### config.mk
export PLATFORM = sky130hd
export DESIGN_NAME = dff_sync_multi
export DESIGN_NICKNAME = d
export VERILOG_FILES = /design/src/rtl/dff_sync_multi.sv
export SDC_FILE = /design/constraint.sdc
export NUM_CORES = 1
export LEC_CHECK = 0
export BUFFER_PORTS_ARGS = -buffer_cell sky130_fd_sc_hd__buf_2
export CORE_MARGIN = 2
export CORE_UTILIZATION = 50
export DETAILED_ROUTE_END_ITERATION = 8
export GPL_ROUTABILITY_DRIVEN = 0
export PLACE_DENSITY = 0.84
export SYNTH_ARGS = -nofsm -noshare
export SYNTH_HDL_FRONTEND = slang
export SYNTH_SLANG_ARGS = --single-unit
### constraint.sdc
create_clock -name clk -period 1.71 [get_ports clk]
set_input_delay 0.513 -clock clk [delete_from_list [all_inputs] [get_ports clk]]
set_output_delay 0.513 -clock clk [all_outputs]
set_load 0.005 [all_outputs]
### src/rtl/dff_sync_multi.sv
// dff_sync_multi: multi-channel Gray pointer synchroniser with binary decode, change pulses and settle tracking; DFF_SYNC_GRAY_CHECK_EN adds sticky multi-bit-step detection
module dff_sync_multi #(
   parameter int PTR_WIDTH   = 4,
   parameter int SYNC_STAGES = 2,
   parameter int NUM_CH      = 1
) (
   input  logic                        clk,
   input  logic                        rst,
   input  logic [NUM_CH*PTR_WIDTH-1:0] async_gray,
   input  logic                        err_clr,
   output logic [NUM_CH*PTR_WIDTH-1:0] sync_gray,
   output logic [NUM_CH*PTR_WIDTH-1:0] sync_bin,
   output logic                        sync_valid,
   output logic [NUM_CH-1:0]           ptr_chg,
   output logic [NUM_CH-1:0]           gray_err
);
   localparam int W  = NUM_CH*PTR_WIDTH;
   localparam int CW = $clog2(SYNC_STAGES+2);
   typedef enum logic {SETTLE, VALID} state_t;
   logic [W-1:0]      stage_q [SYNC_STAGES];
   logic [W-1:0]      prev_q, bin_q, bin_d;
   logic [NUM_CH-1:0] chg_q, chg_d;
   state_t            state_q;
   logic [CW-1:0]     cnt_q;
   logic              valid_q;
   assign sync_gray  = stage_q[SYNC_STAGES-1];
   assign sync_bin   = bin_q;
   assign sync_valid = valid_q;
   assign ptr_chg    = chg_q;
   // cascaded synchroniser flops, one chain per pointer bit
   always_ff @(posedge clk or posedge rst)
      if (rst)
         for (int i = 0; i < SYNC_STAGES; i++) stage_q[i] <= '0;
      else begin
         stage_q[0] <= async_gray;
         for (int i = 1; i < SYNC_STAGES; i++) stage_q[i] <= stage_q[i-1];
      end
   // Gray decode (each binary bit is the parity of the Gray bits at and above it) and change detection
   always_comb begin
      bin_d = '0;
      chg_d = '0;
      for (int c = 0; c < NUM_CH; c++) begin
         for (int i = 0; i < PTR_WIDTH; i++) bin_d[c*PTR_WIDTH+i] = ^(sync_gray[c*PTR_WIDTH +: PTR_WIDTH] >> i);
         chg_d[c] = valid_q && (sync_gray[c*PTR_WIDTH +: PTR_WIDTH] != prev_q[c*PTR_WIDTH +: PTR_WIDTH]);
      end
   end
   // binary output, change pulse and previous-pointer registers update together
   always_ff @(posedge clk or posedge rst)
      if (rst) begin
         bin_q  <= '0;
         prev_q <= '0;
         chg_q  <= '0;
      end else begin
         bin_q  <= bin_d;
         prev_q <= sync_gray;
         chg_q  <= chg_d;
      end
   // settle FSM: count edges after reset until the chain and decode stage hold real data
   always_ff @(posedge clk or posedge rst)
      if (rst) begin
         state_q <= SETTLE;
         cnt_q   <= '0;
         valid_q <= 1'b0;
      end else if (state_q == SETTLE) begin
         cnt_q <= cnt_q + 1'b1;
         if (cnt_q == CW'(SYNC_STAGES)) begin
            state_q <= VALID;
            valid_q <= 1'b1;
         end
      end
`ifdef DFF_SYNC_GRAY_CHECK_EN
   logic [NUM_CH-1:0] err_q, err_set;
   assign gray_err = err_q;
   // a legal Gray step flips at most one bit between consecutive synchronised samples
   always_comb begin
      err_set = '0;
      for (int c = 0; c < NUM_CH; c++)
         err_set[c] = valid_q && ($countones(sync_gray[c*PTR_WIDTH +: PTR_WIDTH] ^ prev_q[c*PTR_WIDTH +: PTR_WIDTH]) > 1);
   end
   // sticky error flags; a new error in the clear cycle survives the clear
   always_ff @(posedge clk or posedge rst)
      if (rst) err_q <= '0;
      else     err_q <= err_set | (err_q & ~{NUM_CH{err_clr}});
`else
   logic unused_err_clr;
   assign unused_err_clr = err_clr;
   assign gray_err       = '0;
`endif
endmodule

==> results of run 1 <==
sequential cells by signal (all words and copies together) (netlist names):
| register | cells |
|---|---|
| ptr_chg | 1 |
| sync_gray | 4 |
| cnt_q | 2 |
| sync_valid | 1 |
| prev_q | 3 |
| sync_bin | 4 |
| state_q | 1 |
| stage_q | 4 |
routing by layer:
layer,vias up,track usage (%),part of all wire (%)
li1,159,-,-
met1,158,14.4,43
met2,12,17.2,48
met3,2,4.79,7.0
met4,0,9.68,1.7
met5,-,0,0
worst reg2reg max path, cell delays in order, from the launching register on:
cell     delay, ps
dfrtp_1        430
xnor2_1        330
xnor3_1        270
layout by cell type (no fill, tap or decap), types with 3 or more instances in the layout:
master     n
xnor2_1    3
xor2_1     4
inv_1      4
buf_2     15
dfrtp_1   20
clkbuf_4   3
final timing paths:
check                                    from      endpoint  slack (ps)  depth (start not counted)
worst max-delay path             sync_gray[1]  sync_gray[1]         300                          1
worst min-delay path                      rst    stage_q[7]         230                          3
worst max register to register   sync_gray[2]   sync_bin[0]         570                          2
worst min register to register     stage_q[5]  sync_gray[1]         360                          0
max in group asynchronous                 rst   sync_bin[2]        1290                          3
min in group clk                async_gray[2]    stage_q[6]         330                          1
power by group through the flow:
stage | clock (mW) | combinational (mW) | sequential (mW)
CTS | 0.205 | 0.0603 | 0.511
global placement | 0 | 0.0586 | 0.520
global route | 0.237 | 0.0676 | 0.514
floorplan | 0 | 0.0388 | 0.521
finish | 0.198 | 0.0587 | 0.510
detailed placement | 0 | 0.0603 | 0.521
cell type report:
| cell class | instances | area (µm²) | area share, % |
|---|---|---|---|
| Clock buffer | 3 | 22.5 | 2.90 |
| Inverter | 4 | 15.0 | 1.94 |
| Multi-Input combinational cell | 15 | 136 | 17.6 |
| Sequential cell | 20 | 500 | 64.5 |
| Tap cell | 15 | 18.8 | 2.42 |
| Timing Repair Buffer | 16 | 82.6 | 10.6 |
metrics by stage:
step | worst slack, ps | cells | power (mW)
2_1_floorplan | 627 | 45 | 0.560
3_3_place_gp | 582 | 70 | 0.578
3_5_place_dp | 572 | 70 | 0.581
4_1_cts | 295 | 73 | 0.777
5_1_grt | 250 | 73 | 0.819
6_report | 305 | 73 | 0.767
kinds of logic (layout without fill, tap and decap cells):
logic type	Yosys count	after routing	share of synthesized area (%)
flops	20	20	71.8
buf+inv	10	23	8.62
xor+xnor	8	8	12.0
compound gates	3	3	3.41
simple gates	2	2	1.80
fa+ha+maj	1	1	1.80
other cells	1	1	0.538
==> flow_summary_export.csv, run 1 <==
group,metric,value,unit
critical_path,critPathLaunchType,"flop",
synth,ys_seq_area_share,71.8,%
pwr,p_switching,155,µW
timing,tns,0,ps
routing,wire_per_inst,10.5,µm
clock_tree,root_buffer,"clkbuf_4",
pwr,clock_power_share,25.8,%
critical_path,arrival,890,ps
routing,dr.pass1.iters,4,
synth,synthArstFlopShare,100,%
synth,ys_warn_count,0,
grt,grt_pass1_vias,291,
synth,synthesis.nets,53,
clock_tree,ctsHoldBuffers,0,
clock_tree,cts_sinks,20,
timing,rsz0062_at_grt,"no",
layout,diodes,0,
layout,fillers,120,
floorplanning,die_area,1710,µm²
pwr,power.density,989,nW/µm²
timing,hold_viol,0,
critical_path,crit_required,1200,ps
layout,final_util,59.6,%
floorplanning,start_util,53.6,%
critical_path,critical-path-top-delay-family,"flip-flops",
routing,drt_iter0_drc,1,
clock_tree,cts_setup_buffers,0,
synth,ys_ff_latch,20,
layout,fin_area,776,µm²
pwr,p_comb_share,7.7,%
routing,vias,331,
floorplanning,dieHeight,41.3,µm
clock_tree,clk_latency,280,ps
clock_tree,cts-htree-levels,1,
pwr,pwr-share-seq,66.5,%
synth,avgSynthCellArea,15.5,µm²
placed_design,io_buffers,15,
timing,setup_viol,0,
layout,nNetsFinal,68,
synth,yosysMostFrequentCell,"dfrtp_1",
timing,period_minus_slack,1410,ps
clock_tree,post_cts_resized,0,
routing,drc_errors,0,
synth,synth_edf_count,0,
critical_path,slowest_stage,"dfrtp_1",
layout,layout-drive-gt1-share,34.5,%
synth,synth_top_area_cell,"dfrtp_1",
synth,synth.distinct_cells,13,
critical_path,max_stage_delay,460,ps
synth,ys_top_cells_by_count,"dfrtp_1 (20), buf_4 (6), inv_1 (4), xor2_1 (4), xnor2_1 (3)",
grt,antenna_found_initial,0,
synth,synth_ff_type,"dfrtp_1",
grt,globalRouteTotalUtil,12.1,%
pwr,p_int,612,µW
routing,drt_wl_total,768,µm
grt,grt_overflow,0,
floorplanning,die_w,41.3,µm
timing,fin_crit_sh,82.2,%
routing,post_drt_via_cell_ratio,4.53,
floorplanning,io_pins,18,
status,status,"complete, no violations",
floorplanning,core,1300,µm²
critical_path,critPathMaxFanout,5,
timing,slew_viol_final,0,
placed_design,dpl_cell_area,753,µm²
critical_path,end_kind,"output port",
synth,netlist_area,697,µm²
routing,antenna_left,0,
critical_path,cp_cell_sequence,"buf_2",
critical_path,path_class,"flop to output port",
worst_hold_path,holdCritPathClass,"input port to async pin",
synth,syn_inst,45,
synth,synth_top_area_share,71.8,%
timing,max_freq,712,MHz
clock_tree,clockBufferDepth,2,
pwr,power.leakage,0.384,nW
layout,syn_to_final_growth,11.3,%
synth,synth_area_leaders,"dfrtp_1 (72%), buf_4 (6.5%), xor2_1 (5.0%)",
job,maxCapViolCount,0,
clock_tree,tritoncts,"built",
pwr,worst_ir_drop_vdd,0.731,mV
clock_tree,cts_made_buffers,3,
pwr,p_sw_share,20.2,%
grt,grt_max_degree,21,
timing,fin_skew,1.04,ps
placed_design,hpwl,590,µm
grt,grt_pass1_wl,1180,µm
floorplanning,rows,13,
critical_path,worstPathBufferInverterCount,1,
timing,fin_hold_ws,229,ps
clock_tree,clk_pin_slew,90,ps
(Power assumes the default switching activity.)
==> run 2: changes to the inputs <==
- CORE_UTILIZATION: 50 -> 48
- PLACE_DENSITY: 0.84 -> 0.81
- clock period: 1.71 -> 1.38 ns (I/O delays scaled with it)
==> flow_summary_export.csv, run 2 (synthesis results as in run 1) <==
group,metric,value,unit
floorplanning,start_util,52.3,%
critical_path,worstPathBufferInverterCount,1,
timing,fin_hold_ws,119,ps
clock_tree,clk_latency,290,ps
routing,wl_met3,53,µm
pwr,pwr-share-seq,61.7,%
floorplanning,die_area,1770,µm²
critical_path,path_class,"flop to output port",
layout,layout-drive-gt1-share,35.6,%
routing,drt_iter0_drc,0,
clock_tree,root_buffer,"clkbuf_4",
critical_path,max_stage_delay,460,ps
layout,final_util,59.2,%
timing,tns,0,ps
critical_path,r2r_cells,2,
routing,top_layer,"met4",
layout,final_cell_mix,"dfrtp_1 (20), buf_2 (15), inv_1 (4), xor2_1 (4)",
pwr,power.leakage,0.391,nW
routing,drc_errors,0,
floorplanning,rows,13,
layout,nNetsFinal,68,
grt,globalRouteTotalUtil,11.3,%
job,maxCapViolCount,0,
routing,route.met2.wl,415,µm
grt,grt_pass1_wl,1420,µm
routing,drt_wl_total,799,µm
routing,vias,345,
timing,fin_skew,1.93,ps
routing,wl_met1,323,µm
critical_path,arrival,900,ps
routing,antenna_left,0,
clock_tree,post_cts_resized,0,
clock_tree,cts-htree-levels,1,
timing,rsz0062_at_grt,"no",
critical_path,critPathLaunchType,"flop",
routing,dr.pass1.iters,1,
routing,wire_per_inst,10.8,µm
grt,grt_pass1_vias,353,
critical_path,crit_required,970,ps
pwr,worst_ir_drop_vdd,0.566,mV
placed_design,hpwl,596,µm
placed_design,dp_cells,70,
critical_path,end_kind,"output port",
worst_hold_path,holdCritPathClass,"input port to async pin",
critical_path,critPathMaxFanout,5,
floorplanning,die_w,42.1,µm
floorplanning,core,1330,µm²
grt,grt_max_degree,21,
pwr,p_comb_share,7.0,%
timing,fin_crit_sh,94.9,%
clock_tree,cts_sinks,20,
pwr,power.density,1300,nW/µm²
pwr,p_sw_share,20.3,%
critical_path,slowest_stage,"dfrtp_1",
floorplanning,dieHeight,42.1,µm
timing,slew_viol_final,0,
clock_tree,cts_setup_buffers,0,
layout,fin_area,790,µm²
grt,grt_overflow,0,
layout,diodes,0,
clock_tree,clockBufferDepth,2,
clock_tree,ctsHoldBuffers,0,
placed_design,dpl_cell_area,753,µm²
pwr,clock_power_share,31.3,%
layout,final_cells,74,
routing,post_drt_via_cell_ratio,4.66,
status,status,"complete, no violations",
clock_tree,cts_made_buffers,3,
timing,max_freq,763,MHz
critical_path,rr_startpoint,"sync_gray[2]",
grt,antenna_found_initial,0,
layout,final_common_cell,"dfrtp_1",
timing,hold_viol,0,
clock_tree,clk_pin_slew,100,ps
critical_path,r2r_end,"sync_bin[0]",
timing,setup_viol,0,
critical_path,rrSetupSlack,230,ps
floorplanning,io_pins,18,
pwr,p_switching,208,µW
timing,period_minus_slack,1310,ps
critical_path,cp_cell_sequence,"buf_2",
critical_path,critical-path-top-delay-family,"flip-flops",
clock_tree,tritoncts,"built",
placed_design,io_buffers,15,
pwr,p_int,818,µW
layout,syn_to_final_growth,13.3,%
==> run 2: layout make-up <==
type / count / area, µm²
clock buffer: 4 / 36.3
fill: 108 / 544
inverter: 4 / 15.0
multi-input combinational: 15 / 136
sequential: 20 / 500
tap: 15 / 18.8
timing repair buffer: 16 / 82.6
==> run 2: power by group through the flow <==
stage,clock network [mW],logic (mW),registers [mW]
5_1_grt,0.372,0.0838,0.637
3_5_place_dp,0,0.0749,0.646
3_3_place_gp,0,0.0728,0.643
4_1_cts,0.334,0.0751,0.634
6_report,0.321,0.0721,0.633
2_1_floorplan,0,0.0481,0.646
==> run 2: stage by stage <==
step	power, mW	worst slack (ps)
after floorplan	0.694	297
after global placement	0.716	262
after detailed placement	0.721	215
after CTS	1.04	51.6
after global routing	1.09	6.33
final	1.03	69.9
==> run 2: per-layer routing <==
metal / track usage (%) / vias up
li1: - / 159
met1: 12.0 / 168
met2: 19.1 / 16
met3: 2.59 / 2
met4: 9.38 / 0
met5: 0 / -
==> run 2: worst max-delay path by stage <==
stage / depth (start not counted) / startpoint / to
final: 1 / sync_gray[1] / sync_gray[1]
after global routing: 1 / sync_gray[1] / sync_gray[1]
after CTS: 1 / sync_gray[1] / sync_gray[1]
after detailed placement: 2 / sync_gray[2] / sync_bin[0]
after global placement: 2 / sync_gray[2] / sync_bin[0]
after floorplan: 2 / sync_gray[3] / ptr_chg
